===== src/rtl/conv1d_window_feeder.sv =====
// Sliding-window and kernel feeder for the conv1d dot-product engine.
// Also delays the window strobe by the engine's 2-cycle latency.
module conv1d_window_feeder #(
  parameter int unsigned bw   = 8,
  parameter int unsigned rows = 8
) (
  input  logic                 clk,
  input  logic                 rst,
  input  logic                 kern_start,
  input  logic                 kern_valid,
  input  logic [bw-1:0]        kern_data,
  output logic                 kern_ready,
  input  logic                 in_valid,
  input  logic [bw-1:0]        in_data,
  input  logic                 in_last,
  output logic                 in_ready,
  output logic [rows*bw-1:0]   A,
  output logic [rows*bw-1:0]   kern,
  output logic                 win_valid,
  output logic                 win_last,
  output logic                 res_valid,
  output logic                 res_last
);

  localparam int unsigned CW = $clog2(rows) + 1;
  localparam int unsigned IW = $clog2(rows);
  localparam int unsigned AW = rows * bw;

  typedef enum logic [1:0] {KLOAD, FILL, RUN} state_t;

  state_t          state, state_nxt;
  logic [CW-1:0]   k_cnt, k_nxt;
  logic [CW-1:0]   f_cnt, f_nxt;
  logic [AW-1:0]   win, win_nxt;
  logic [AW-1:0]   kern_r, kern_nxt;
  logic            wv_nxt, wl_nxt;
  logic            clr_pend, clr_nxt;
  logic            full;
  logic            rv_d1, rl_d1;

  assign kern_ready = (state == KLOAD) && !kern_start;
  assign in_ready   = (state != KLOAD) && !kern_start;
  assign A          = win;
  assign kern       = kern_r;

  always_ff @(posedge clk or posedge rst) begin
    if (rst) state <= KLOAD;
    else     state <= state_nxt;
  end

  // Next state plus all datapath updates; kern_start overrides everything.
  always_comb begin
    state_nxt = state;
    k_nxt     = k_cnt;
    f_nxt     = f_cnt;
    win_nxt   = win;
    kern_nxt  = kern_r;
    wv_nxt    = 1'b0;
    wl_nxt    = 1'b0;
    clr_nxt   = 1'b0;
    full      = (state == RUN) || (f_cnt == CW'(rows - 1));
    if (kern_start) begin
      state_nxt = KLOAD;
      k_nxt     = '0;
      f_nxt     = '0;
      win_nxt   = '0;
    end else begin
      // A window emitted with in_last is wiped one cycle after it was shown.
      if (clr_pend) win_nxt = '0;
      case (state)
        KLOAD: begin
          if (kern_valid) begin
            kern_nxt[bw*k_cnt[IW-1:0] +: bw] = kern_data;
            k_nxt = k_cnt + CW'(1);
            if (k_cnt == CW'(rows - 1)) begin
              k_nxt     = '0;
              f_nxt     = '0;
              state_nxt = FILL;
            end
          end
        end
        FILL, RUN: begin
          if (in_valid) begin
            win_nxt = {win_nxt[AW-bw-1:0], in_data};
            if (full) begin
              wv_nxt = 1'b1;
              wl_nxt = in_last;
            end
            if (in_last) begin
              state_nxt = FILL;
              f_nxt     = '0;
              if (full) clr_nxt = 1'b1;
              else      win_nxt = '0;
            end else if (state == FILL) begin
              f_nxt = f_cnt + CW'(1);
              if (full) state_nxt = RUN;
            end
          end
        end
        default: state_nxt = KLOAD;
      endcase
    end
  end

  always_ff @(posedge clk or posedge rst) begin
    if (rst) begin
      k_cnt     <= '0;
      f_cnt     <= '0;
      win       <= '0;
      kern_r    <= '0;
      win_valid <= 1'b0;
      win_last  <= 1'b0;
      clr_pend  <= 1'b0;
      rv_d1     <= 1'b0;
      rl_d1     <= 1'b0;
      res_valid <= 1'b0;
      res_last  <= 1'b0;
    end else begin
      k_cnt     <= k_nxt;
      f_cnt     <= f_nxt;
      win       <= win_nxt;
      kern_r    <= kern_nxt;
      win_valid <= wv_nxt;
      win_last  <= wl_nxt;
      clr_pend  <= clr_nxt;
      rv_d1     <= win_valid;
      rl_d1     <= win_last;
      res_valid <= rv_d1;
      res_last  <= rl_d1;
    end
  end

endmodule


===== config.mk =====
export PLATFORM = sky130hd
export DESIGN_NAME = conv1d_window_feeder
export DESIGN_NICKNAME = d
export VERILOG_FILES = /design/src/rtl/conv1d_window_feeder.sv
export SDC_FILE = /design/constraint.sdc
export NUM_CORES = 1
export LEC_CHECK = 0
export ABC_AREA = 1
export CORE_ASPECT_RATIO = 0.7
export CORE_UTILIZATION = 55
export CTS_CLUSTER_SIZE = 25
export DETAILED_ROUTE_END_ITERATION = 8
export PLACE_DENSITY = 0.87
export REMOVE_ABC_BUFFERS = 1
export SYNTH_ARGS = -nofsm -noshare
export SYNTH_HDL_FRONTEND = slang
export SYNTH_SLANG_ARGS = --single-unit

===== constraint.sdc =====
create_clock -name clk -period 7.94 [get_ports clk]
set_clock_uncertainty 0.05 [all_clocks]
set_input_delay 1.191 -clock clk [delete_from_list [all_inputs] [get_ports clk]]
set_output_delay 1.191 -clock clk [all_outputs]
set_load 0.05 [all_outputs]

==> flow_summary.yaml <==
run_status:
  outcome: "finished clean"
detailed_routing:
  via_per_inst: 5.29
  vias: 6093
  dr.pass1.iters: 5
  drt_iter0_drc: 461
  drc: 0
  wl_microns: 17000
  wl_per_cell_microns: 14.8
  ant_nets: 0
clock_tree:
  cts.sinks: 144
  post-cts-setup-buffer-count: 0
  clock_path_buffers: 2
  clk_pin_slew_worst_paths_ps: 60
  hold_buffers: 0
  cts_tree: "built"
  numCtsBuffers: 17
  clkLatencyLatePin_ps: 410
  cts_resized: 0
  cts.root.buffer_cell: "clkbuf_16"
  htree_num_levels: 4
grt:
  grt_pass1_wl_microns: 27300
  grt_pass1_vias: 5490
  grt_max_degree: 121
  grt_use_total: 0.268
  grt-ovfl-total: 0
  antenna_found_initial: 0
min_path:
  hp-class: "reg2reg"
logic_synthesis:
  synth.distinct_cells: 35
  syn_area_per_cell_sq_um: 8.27
  ys_seq_elements: 144
  synth_area_sq_um: 7020
  synth_warnings: 0
  synthCells: 849
  yosysSeqAreaShare: 0.513
finish:
  finish.instance_area_sq_um: 9150
  drive_above_1_share: 0.0940
  num-fill-cells: 940
  multi_input_area_sq_um: 2730
  fin_nets: 1006
  synthToLayoutAreaGrowth_pct: 30.3
  seq_area_sq_um: 3600
  antenna_cells: 0
floorplan:
  die_y_microns: 96.6
  start_util: 0.565
  dieArea_sq_um: 13200
  core-area_sq_um: 12400
  die_width_microns: 137
  rows: 34
  top_level_ports: 156
setup_path:
  cpMostUsedCell: "clkdlybuf4s50_1"
  path_max_fanout: 9
  crit_family: "buffers and inverters"
  critPathLaunchType: "primary input"
  crit_slowest_cell: "clkdlybuf4s50_1"
  critPathKind: "in2out"
  path_cells: "clkdlybuf4s50_1 -> nor2_1 -> clkdlybuf4s50_1"
  worst-path-buf-inv: 2
  crit_arrival_ps: 2890
  slowest_delay_ps: 820
  critPathRequiredTime_ps: 6700
  endpoint_kind: "output pin"
placed_design:
  dpl-instance-area_sq_um: 8500
  gp_congestion: 0.871
  dp_hpwl_microns: 11000
  portBuffers: 155
sta:
  rsz0062_at_grt: "false"
  setup_viol: 0
  hold_violations: 0
  fmax_mhz: 242
  slew_violations: 0
  setup_tns_ps: 0
  min_period_over_period: 0.521
  max_slew_margin: 0.349
  fin_crit_ps: 4140
  worst_pin_slew_ps: 976
pwr:
  power.clock.fraction: 0.262
  cellPowerDensity_nw_per_um2: 367
  p_int_mw: 1.88
  p_sw_mw: 1.48
  peakVddDrop_v: 0.000230
  p_sw_frac: 0.440
  p_leak_nw: 4.18
  p_comb_frac: 0.446
  pwr-share-seq: 0.292
job:
  drv_cap: 0
-- worst paths after layout --
path	from	slack (ps)	to	cells after the start
min in group asynchronous	rst	1210	kern[31]	2
min	rv_d1	300	res_valid	0
min reg2reg	rv_d1	300	res_valid	0
max	kern_start	3800	in_ready	3
max in group asynchronous	rst	5180	clr_pend	3
max reg2reg	k_cnt[0]	5100	kern[29]	7
-- cell usage in the layout (no fill, tap or decap), types with 2 or more instances in the layout --
cell             instances
o21ai_0                 71
nand2_2                  5
clkinv_2                 3
a21oi_2                  2
inv_6                    3
o21ai_1                  5
xor2_1                   2
nor3_1                  10
nor2_4                   3
o21ai_2                 31
nand2_4                  2
nand4_1                 13
clkbuf_16               17
inv_2                    4
inv_1                   92
o22ai_1                  2
nor3_2                   2
dfrtp_1                143
nand3_1                 27
ha_1                     8
bufinv_16                5
clkinv_4                 3
clkinvlp_4               2
clkdlybuf4s50_1        155
a21oi_1                 72
nor2_1                  91
buf_4                    4
nor2_8                   2
nand2_1                200
-- layout make-up --
cell class | count | share of cell area
clock buffer | 19 | 0.0484
clock inverter | 13 | 0.0230
inverter | 100 | 0.0422
multi-input combinational | 554 | 0.298
sequential | 144 | 0.394
tap | 162 | 0.0221
timing repair buffer | 159 | 0.173
-- through the flow --
step | instances | hold slack (ps) | worst slack [ps] | util | power, mW
after floorplan | 798 | 281 | 2830 | - | 2.01
after global placement | 1119 | 282 | 3840 | 0.684 | 2.45
after detailed placement | 1119 | 285 | 3820 | 0.684 | 2.48
after CTS | 1151 | 298 | 3810 | 0.737 | 3.36
after global routing | 1151 | 317 | 3730 | 0.737 | 3.53
final | 1151 | 298 | 3800 | 0.737 | 3.36
-- cell usage after synthesis --
master      n  area (sq um)
o21ai_2    31           272
nand2_1   200           751
a21oi_1    72           360
buf_1       3          11.3
nand3_1    27           135
inv_6       1          8.76
or2_1       1          6.26
clkbuf_1   24          90.1
ha_1        8           100
nor2_1     91           342
nand2_4     2          22.5
nor3_1     10          50.1
clkinv_1    1          3.75
inv_2       4          15.0
xor2_1      2          17.5
buf_2       8          40.0
buf_4       2          15.0
o211ai_4    1          21.3
nor3_2      2          20.0
o21ai_0    71           355
nor2_2      1          6.26
clkinv_2    1          5.00
nand2_2     5          31.3
buf_6      14           158
dfrtp_1   144          3600
a31oi_1     1          6.26
nor2_8      2          40.0
nand4_2     1          12.5
nor2_4      3          33.8
a21oi_2     2          17.5
nor4_1      1          6.26
o22ai_1     2          12.5
o21ai_1     5          25.0
nand4_1    13          81.3
inv_1      93           349
-- logic make-up (layout without fill, tap and decap cells) --
logic type / after synthesis / in the layout / share of synthesized area
simple gates: 359 / 359 / 0.219
compound gates: 185 / 185 / 0.152
buf+inv: 151 / 291 / 0.0990
flops: 144 / 144 / 0.513
fa+ha+maj: 8 / 8 / 0.0143
xor+xnor: 2 / 2 / 0.00249
-- flip-flops by register name (all words and copies together), names as in the netlist --
register and cells:
A 64, win_valid 1, rv_d1 1, clr_pend 1, res_last 1, f_cnt 4
rl_d1 1, res_valid 1, state 2, kern 64, k_cnt 4
-- power by group through the flow --
stage | Sequential (mW) | Clock (mW) | Combinational (mW)
after global placement | 0.982 | 0 | 1.46
after CTS | 0.978 | 0.888 | 1.50
after detailed placement | 0.989 | 0 | 1.49
final | 0.980 | 0.880 | 1.50
after floorplan | 1.48 | 0 | 0.531
after global routing | 0.996 | 0.923 | 1.61
-- layer usage --
metal  share of wire  GRT usage
met1            0.47      0.386
met4           0.012     0.0760
met3           0.060     0.0506
met5               0          0
met2            0.46      0.414
(Power assumes the default switching activity.)
